[config.mk]
export PLATFORM = sky130hd
export DESIGN_NAME = dmem_arbiter
export DESIGN_NICKNAME = d
export VERILOG_FILES = /design/src/rtl/dmem_arbiter.sv
export SDC_FILE = /design/constraint.sdc
export NUM_CORES = 1
export LEC_CHECK = 0
export ABC_AREA = 1
export CORE_ASPECT_RATIO = 0.75
export CORE_MARGIN = 2
export CORE_UTILIZATION = 40
export DETAILED_ROUTE_END_ITERATION = 10
export PLACE_DENSITY = 0.84
export SLEW_MARGIN = 0
export SYNTH_ARGS = -nofsm -noshare
export SYNTH_HDL_FRONTEND = slang
export SYNTH_SLANG_ARGS = --single-unit
[constraint.sdc]
create_clock -name clk_i -period 2.1 [get_ports clk_i]
set_input_delay 0.63 -clock clk_i [delete_from_list [all_inputs] [get_ports clk_i]]
set_output_delay 0.63 -clock clk_i [all_outputs]
set_load 0.01 [all_outputs]
[src/rtl/dmem_arbiter.sv]
// -----------------------------------------------------------------------------
// dmem_arbiter
//
// Two-requester arbiter and sequencer in front of a single-port, byte-addressed
// data memory (word access, write on posedge, combinational read). Port 0 is the
// CPU load/store path, port 1 the DMA/loader path. One word access is granted
// at a time through a three-state sequence IDLE -> ACCESS -> RESP. Alignment and
// range are checked before the memory is touched; illegal accesses complete
// with an error flag and never raise a memory strobe.
//
// Configuration macro:
//   DMEM_ARB_FIXED_PRIO_EN  defined   : port 0 always wins simultaneous requests.
//                           undefined : round-robin between the two ports.
//
// Ports:
//   clk_i                 clock, rising edge
//   rst_i                 asynchronous reset, active-low
//   mN_req_i              port N request, held with we/addr/wdata until ack
//   mN_we_i               port N direction (1 = write, 0 = read)
//   mN_addr_i             port N byte address
//   mN_wdata_i            port N write data
//   mN_ack_o              port N one-cycle completion pulse
//   mN_err_o              port N error, valid with ack
//   mN_rdata_o            port N read data, held until the next port-N read
//   mem_addr_o            memory byte address (non-zero only during a legal access)
//   mem_data_o            memory write data
//   mem_read_o            memory read strobe
//   mem_write_o           memory write strobe
//   mem_data_i            memory read data (combinational from mem_addr_o)
//   busy_o                high in any state other than IDLE
// -----------------------------------------------------------------------------
module dmem_arbiter #(
  parameter int ADDR_W    = 32,
  parameter int DATA_W    = 32,
  parameter int MEM_BYTES = 128
) (
  input  logic              clk_i,
  input  logic              rst_i,
  input  logic              m0_req_i,
  input  logic              m0_we_i,
  input  logic [ADDR_W-1:0] m0_addr_i,
  input  logic [DATA_W-1:0] m0_wdata_i,
  output logic              m0_ack_o,
  output logic              m0_err_o,
  output logic [DATA_W-1:0] m0_rdata_o,
  input  logic              m1_req_i,
  input  logic              m1_we_i,
  input  logic [ADDR_W-1:0] m1_addr_i,
  input  logic [DATA_W-1:0] m1_wdata_i,
  output logic              m1_ack_o,
  output logic              m1_err_o,
  output logic [DATA_W-1:0] m1_rdata_o,
  output logic [ADDR_W-1:0] mem_addr_o,
  output logic [DATA_W-1:0] mem_data_o,
  output logic              mem_read_o,
  output logic              mem_write_o,
  input  logic [DATA_W-1:0] mem_data_i,
  output logic              busy_o
);

  typedef enum logic [1:0] {
    S_IDLE   = 2'd0,
    S_ACCESS = 2'd1,
    S_RESP   = 2'd2
  } state_e;

  // Highest word-aligned address; compared over the full address width so any
  // upper bit set is out of range.
  localparam logic [ADDR_W-1:0] LAST_WORD_ADDR = ADDR_W'(MEM_BYTES - 4);

  // Legal access: word aligned and inside the memory.
  function automatic logic addr_legal(input logic [ADDR_W-1:0] addr);
    logic ok;
    ok = (addr[1:0] == 2'b00) && (addr <= LAST_WORD_ADDR);
    return ok;
  endfunction

  // ---------------------------------------------------------------------------
  // State and registered outputs
  // ---------------------------------------------------------------------------
  state_e              state_q,     state_d;
  logic                port_q,      port_d;      // granted port id
  logic                we_q,        we_d;        // latched direction
  logic                legal_q,     legal_d;     // latched legality result
  logic [ADDR_W-1:0]   mem_addr_q,  mem_addr_d;
  logic [DATA_W-1:0]   mem_data_q,  mem_data_d;
  logic                mem_read_q,  mem_read_d;
  logic                mem_write_q, mem_write_d;
  logic                ack0_q,      ack0_d;
  logic                ack1_q,      ack1_d;
  logic                err0_q,      err0_d;
  logic                err1_q,      err1_d;
  logic [DATA_W-1:0]   rdata0_q,    rdata0_d;
  logic [DATA_W-1:0]   rdata1_q,    rdata1_d;
  logic                busy_q,      busy_d;
`ifndef DMEM_ARB_FIXED_PRIO_EN
  logic                last_grant_q, last_grant_d;
`endif

  // Arbitration result and the selected requester's command.
  logic                gnt_valid_s;
  logic                gnt_port_s;
  logic                sel_we_s;
  logic [ADDR_W-1:0]   sel_addr_s;
  logic [DATA_W-1:0]   sel_wdata_s;
  logic                sel_legal_s;

  // Pick the winning port from the current requests.
  always_comb begin
    gnt_valid_s = m0_req_i | m1_req_i;
    gnt_port_s  = 1'b0;
`ifdef DMEM_ARB_FIXED_PRIO_EN
    if (m0_req_i) begin
      gnt_port_s = 1'b0;
    end else begin
      gnt_port_s = 1'b1;
    end
`else
    // On a tie the port that did not win last time goes next.
    if (m0_req_i && m1_req_i) begin
      gnt_port_s = ~last_grant_q;
    end else if (m0_req_i) begin
      gnt_port_s = 1'b0;
    end else begin
      gnt_port_s = 1'b1;
    end
`endif
  end

  // Route the winning port's command and pre-compute its legality.
  always_comb begin
    sel_we_s    = 1'b0;
    sel_addr_s  = '0;
    sel_wdata_s = '0;
    if (gnt_port_s) begin
      sel_we_s    = m1_we_i;
      sel_addr_s  = m1_addr_i;
      sel_wdata_s = m1_wdata_i;
    end else begin
      sel_we_s    = m0_we_i;
      sel_addr_s  = m0_addr_i;
      sel_wdata_s = m0_wdata_i;
    end
    sel_legal_s = addr_legal(sel_addr_s);
  end

  // Next-state and next-output logic for the IDLE/ACCESS/RESP sequencer.
  always_comb begin
    state_d      = state_q;
    port_d       = port_q;
    we_d         = we_q;
    legal_d      = legal_q;
    // Memory bus and acks are zero unless the transition below sets them.
    mem_addr_d   = '0;
    mem_data_d   = '0;
    mem_read_d   = 1'b0;
    mem_write_d  = 1'b0;
    ack0_d       = 1'b0;
    ack1_d       = 1'b0;
    err0_d       = 1'b0;
    err1_d       = 1'b0;
    rdata0_d     = rdata0_q;
    rdata1_d     = rdata1_q;
    busy_d       = busy_q;
`ifndef DMEM_ARB_FIXED_PRIO_EN
    last_grant_d = last_grant_q;
`endif

    case (state_q)
      S_IDLE: begin
        if (gnt_valid_s) begin
          state_d = S_ACCESS;
          port_d  = gnt_port_s;
          we_d    = sel_we_s;
          legal_d = sel_legal_s;
          busy_d  = 1'b1;
`ifndef DMEM_ARB_FIXED_PRIO_EN
          last_grant_d = gnt_port_s;
`endif
          // The bus is loaded here so that it is valid for the whole ACCESS
          // cycle; an illegal command leaves it parked at zero.
          if (sel_legal_s) begin
            mem_addr_d  = sel_addr_s;
            mem_data_d  = sel_wdata_s;
            mem_write_d = sel_we_s;
            mem_read_d  = ~sel_we_s;
          end else begin
            mem_addr_d  = '0;
            mem_data_d  = '0;
            mem_write_d = 1'b0;
            mem_read_d  = 1'b0;
          end
        end else begin
          state_d = S_IDLE;
          busy_d  = 1'b0;
        end
      end

      S_ACCESS: begin
        state_d = S_RESP;
        busy_d  = 1'b1;
        // Read data is valid combinationally from the memory during ACCESS.
        if (legal_q && !we_q) begin
          if (port_q) begin
            rdata1_d = mem_data_i;
          end else begin
            rdata0_d = mem_data_i;
          end
        end else begin
          rdata0_d = rdata0_q;
          rdata1_d = rdata1_q;
        end
        if (port_q) begin
          ack1_d = 1'b1;
          err1_d = ~legal_q;
        end else begin
          ack0_d = 1'b1;
          err0_d = ~legal_q;
        end
      end

      S_RESP: begin
        state_d = S_IDLE;
        busy_d  = 1'b0;
      end

      default: begin
        state_d = S_IDLE;
        busy_d  = 1'b0;
      end
    endcase
  end

  // State and output registers; async reset aborts any access in flight.
  always_ff @(posedge clk_i or negedge rst_i) begin
    if (!rst_i) begin
      state_q      <= S_IDLE;
      port_q       <= 1'b0;
      we_q         <= 1'b0;
      legal_q      <= 1'b0;
      mem_addr_q   <= '0;
      mem_data_q   <= '0;
      mem_read_q   <= 1'b0;
      mem_write_q  <= 1'b0;
      ack0_q       <= 1'b0;
      ack1_q       <= 1'b0;
      err0_q       <= 1'b0;
      err1_q       <= 1'b0;
      rdata0_q     <= '0;
      rdata1_q     <= '0;
      busy_q       <= 1'b0;
`ifndef DMEM_ARB_FIXED_PRIO_EN
      last_grant_q <= 1'b1;
`endif
    end else begin
      state_q      <= state_d;
      port_q       <= port_d;
      we_q         <= we_d;
      legal_q      <= legal_d;
      mem_addr_q   <= mem_addr_d;
      mem_data_q   <= mem_data_d;
      mem_read_q   <= mem_read_d;
      mem_write_q  <= mem_write_d;
      ack0_q       <= ack0_d;
      ack1_q       <= ack1_d;
      err0_q       <= err0_d;
      err1_q       <= err1_d;
      rdata0_q     <= rdata0_d;
      rdata1_q     <= rdata1_d;
      busy_q       <= busy_d;
`ifndef DMEM_ARB_FIXED_PRIO_EN
      last_grant_q <= last_grant_d;
`endif
    end
  end

  assign m0_ack_o    = ack0_q;
  assign m0_err_o    = err0_q;
  assign m0_rdata_o  = rdata0_q;
  assign m1_ack_o    = ack1_q;
  assign m1_err_o    = err1_q;
  assign m1_rdata_o  = rdata1_q;
  assign mem_addr_o  = mem_addr_q;
  assign mem_data_o  = mem_data_q;
  assign mem_read_o  = mem_read_q;
  assign mem_write_o = mem_write_q;
  assign busy_o      = busy_q;

endmodule

Word level (Yosys, flattened, before mapping). Cells that the tools add are included.

Bits in registers: 141. Word-level logic and storage cells: 61. Input bits: 166.

$lt $le $gt $ge: 1. Bitwise gates (word level): 5. Reduce and logical (&&, ||, !) cells: 9. Equal/unequal tests: 1. Multiplexer cells: 29.

Operator list (count): $mux W32 (8); $le A32 B7 Y1 const B (1); $mux W1 (19); $reduce_and A3 Y1 (2); $logic_not A2 Y1 (2); $not A1 Y1 (4); $pmux W2 S2 (1); $logic_and A1 B1 Y1 (3); $eq A2 B1 Y1 const B (1); $pmux W1 S2 (1); $reduce_and A2 Y1 (1); $logic_not A1 Y1 (1); $or A1 B1 Y1 (1).

Depth between registers and ports, before layout.
Depth in word-level cells: 8. Gate-level depth with buffers: 13. Gate-level depth less buffers: 11.

Worst setup path before layout. Ideal clock, no wire load.

Kind: input -> register. Start point: input m0_req_i. End point: register mem_data_q[29] (netlist: mem_data_o[29]). Library setup time: 115 ps. Slack: 257 ps. Buffers on the path: 4. Stages: 8. Data arrival time: 1728 ps. Cell sequence: buf_4 -> nand2_2 -> buf_6 -> buf_6 -> buf_2 -> mux2_2 -> inv_1 -> nor2_2.

Word-level cells in the longest chain between the ends: 8.

Ends and longest elaborated chain: start: declaration (RTL line 39) `input logic m0_req_i,`; $mux W1 or $logic_and A1 B1 Y1 (tied branches) (RTL line 122, 120); $mux W1 (RTL line 120) `if (m0_req_i && m1_req_i) begin`; $mux W32 (RTL line 135) `if (gnt_port_s) begin`; $le A32 B7 Y1 or $logic_not A2 Y1 (tied branches) (RTL line 74) `ok = (addr[1:0] == 2'b00) && (addr <= LAST_WORD_ADDR);`; $logic_and A1 B1 Y1 (RTL line 74); $mux W32 (RTL line 182) `if (sel_legal_s) begin`; $mux W32 (*) (RTL line 171) `if (gnt_valid_s) begin`; $mux W32 (*) (RTL line 169) `case (state_q)`; named net mem_data_d[29] (RTL line 86) `logic [DATA_W-1:0] mem_data_q, mem_data_d;`; end signal: assignment (RTL line 261) `mem_data_q <= mem_data_d;`; end: declaration (RTL line 86).

Mark *: on every way through the listed nets, which the timed path passes. The rest lies on a longest branch. A chain may end at the register's enable or synchronous reset.

Worst setup path after layout.
Start point: input m1_req_i. End point: register mem_data_q[29] (netlist: mem_data_o[29]).

Word-level cells in the longest chain between the ends: 8.

Ends and longest elaborated chain: start: declaration (RTL line 46) `input logic m1_req_i,`; $logic_and A1 B1 Y1 (RTL line 120); $mux W1 (RTL line 120); $mux W32 (RTL line 135); $le A32 B7 Y1 or $logic_not A2 Y1 (tied branches) (RTL line 74); $logic_and A1 B1 Y1 (RTL line 74); $mux W32 (RTL line 182); $mux W32 (*) (RTL line 171); $mux W32 (*) (RTL line 169); named net mem_data_d[29] (RTL line 86).

Marks and branches as above.

==> flow_summary.yaml <==
timing:
  post-route-min-period_ns: 2.025
  worst_slack_ns: 0.07495
  fin_tns_setup_ns: 0
  drv_slew: 0
  fmax_ghz: 0.4938
  setup_violations: 0
  hold_viol_final: 0
  period_share_pct: 96.43
  fin_skew_ns: 0.01079
placement:
  io_buffers: 300
  placed_cell_area_sq_mm: 0.009308
  dp_slack_ns: -0.3324
  hpwl_mm: 12.54
  gp_congestion: 0.8490
global_route:
  grt_first_pass_wirelength_mm: 25.52
  grt_pass1_vias: 5011
  grt.overflow.total: 0
  antenna_found_initial: 0
  grt_max_degree: 65
  grt_use_total_pct: 21.76
floorplanning:
  fp.dieArea_sq_mm: 0.01570
  core_sq_mm: 0.01441
  chipHeight_microns: 109.0
  dieWidth_microns: 144.0
  fp-row-count: 38
  start_util_pct: 40.83
  ios: 301
yosys:
  syn_area_per_cell_sq_um: 10.09
  synth_cell_types: 22
  syn_area_sq_mm: 0.005882
  synth_cells: 583
  yosysWarnings: 0
  seq_area_frac_synth_pct: 60.01
  synth_top_area_share_pct: 59.56
  synth-seq-cells: 141
  synth_largest_area_cell: "dfrtp_1"
  synth_area_leaders: "dfrtp_1 60%, mux2_2 8.2%, nand2_1 6.6%"
drt:
  wl_met2_mm: 8.987
  wl_per_cell_microns: 15.10
  wl_met1_mm: 6.352
  drc: 0
  vias_per_cell: 4.442
  vias: 5037
  top_layer: "met4"
  antenna_left: 0
  routed_wl_mm: 17.13
  drt_first_pass_iters: 4
  met3WireLength_mm: 1.486
  drtIter0Drc: 174
job:
  cap_viol_max_count: 0
cts:
  cts_tree: "built"
  cts-root-buf: "clkbuf_16"
  htreeDepth: 4
  clk_path_buf_depth: 2
  cts_buffers: 17
  clock_latency_ns: 0.42
  clk_pin_slew_worst_paths_ns: 0.06
  cts_setup_buffers: 0
  cts_sinks: 141
worst_setup_path:
  worst-path-buf-inv: 3
  arrival_ns: 2.37
  critPathCaptureType: "register"
  crit_fanout: 15
  worstPathCellList: "clkdlybuf4s50_1, nand2_4, nand2_4, clkbuf_16, nand2_1, nand2_1, nor2_1, nand3_1, nor2_2, nand2_4, clkbuf_16, nor2_2"
  cp.required_ns: 2.45
  slowest_stage: "clkdlybuf4s50_1"
  start_kind: "input pin"
  slowest_delay_ns: 0.46
  setup.worst_path.class: "input pin to register"
  crit_top_cell: "nand2_4"
  critPathTopFamily: "simple AND/OR/NAND/NOR gates"
finish:
  area_delta_synth_final_pct: 69.79
  nets: 1089
  num_antenna_cells: 0
  drive_above_1_share_pct: 15.63
  fill_cells: 1052
  area.sequential_sq_mm: 0.003530
  design_area_sq_mm: 0.009987
  multi_input_area_sq_mm: 0.001946
  layout_common_cells: "298 x clkdlybuf4s50_1, 140 x dfrtp_1, 103 x nand2_1, 93 x inv_1"
  post-route-util_pct: 69.32
  layout_commonest_cell: "clkdlybuf4s50_1"
power_and_ir_drop:
  p_leak_nw: 4.733
  powerDensity_mw_per_mm2: 709.5
  vdd_drop_max_uv: 472.4
outcome:
  outcome: "finished, final reports clean"
worst_hold_path:
  hp-class: "input pin to async pin"
kinds of logic after synthesis:
family          synth area share (%)
compound gates                 4.850
buf+inv                        8.870
flops                          60.01
mux                            9.083
other cells                  0.06376
simple gates                   17.12
cells in the mapped netlist, drive strengths merged:
library cell  number
conb               1
nand3b            15
dfrtp            140
o21ai             36
mux2i              5
nand3             12
clkbuf             5
nand2            107
dfstp              1
inv               94
nor3               2
a21oi             21
mux2              43
buf               22
nor2              79
through the flow:
| step | power (mW) | hold WS, ns | cells |
|---|---|---|---|
| after global routing | 7.427 | 0.05843 | 1134 |
| after detailed placement | 4.276 | 0.4428 | 1099 |
| after floorplan | 3.552 | 0.3344 | 609 |
| final | 7.086 | 0.06404 | 1134 |
| after CTS | 7.139 | 0.05762 | 1129 |
| after global placement | 4.246 | 0.4300 | 1099 |
worst paths after layout:
| kind | startpoint | to | slack, ns | depth (start not counted) |
|---|---|---|---|---|
| setup reg to reg | last_grant_q | mem_data_o[29] | 0.23 | 12 |
| max in group asynchronous | rst_i | m0_rdata_o[25] | 1.41 | 2 |
| min in group clk_i | state_q[1] | state_q[1] | 0.45 | 1 |
| hold / removal | rst_i | mem_data_o[25] | 0.06 | 1 |
| setup / recovery | m1_req_i | mem_data_o[29] | 0.07 | 12 |
| hold reg to reg | state_q[1] | state_q[1] | 0.45 | 1 |
routing by layer:
layer / track usage, % / vias to the layer above
met5: 0 / -
li1: - / 2446
met1: 23.86 / 2356
met3: 8.827 / 25
met2: 38.57 / 210
met4: 7.283 / 0
what timing repair did:
item                                    CTS  global route
resized for setup                         0             5
endpoints found under the setup margin    0            36
hold buffers                              0             0
worst register-to-register path, stage by stage, from the launching register on:
cell	delay (ns)
dfstp_2	0.52
inv_2	0.05
nand2_4	0.07
nand2_4	0.07
clkbuf_16	0.19
nand2_1	0.07
nand2_1	0.05
nor2_1	0.10
nand3_1	0.11
nor2_2	0.17
nand2_4	0.12
clkbuf_16	0.20
nor2_2	0.09
flip-flops by register name (all words and copies together), names as in the netlist:
name	flops
m0_rdata_o	32
m1_err_o	1
m1_ack_o	1
m1_rdata_o	32
we_q	1
mem_write_o	1
port_q	1
mem_data_o	32
m0_err_o	1
last_grant_q	1
mem_read_o	1
mem_addr_o	32
busy_o	1
state_q	2
m0_ack_o	1
legal_q	1
cell type report:
| cell class | count | share of cell area, % |
|---|---|---|
| clock inverter | 11 | 1.115 |
| clock buffer | 19 | 4.535 |
| timing repair buffer | 322 | 33.49 |
| tap | 200 | 2.506 |
| multi-input combinational | 347 | 19.48 |
| inverter | 94 | 3.533 |
| sequential | 141 | 35.34 |
report_power, final:
part | internal [mW] | switching, mW
combinational | 0.739 | 0.608
sequential | 2.85 | 0.0553
clock | 1.69 | 1.14
No activity file was read; power rests on OpenSTA's default activity.
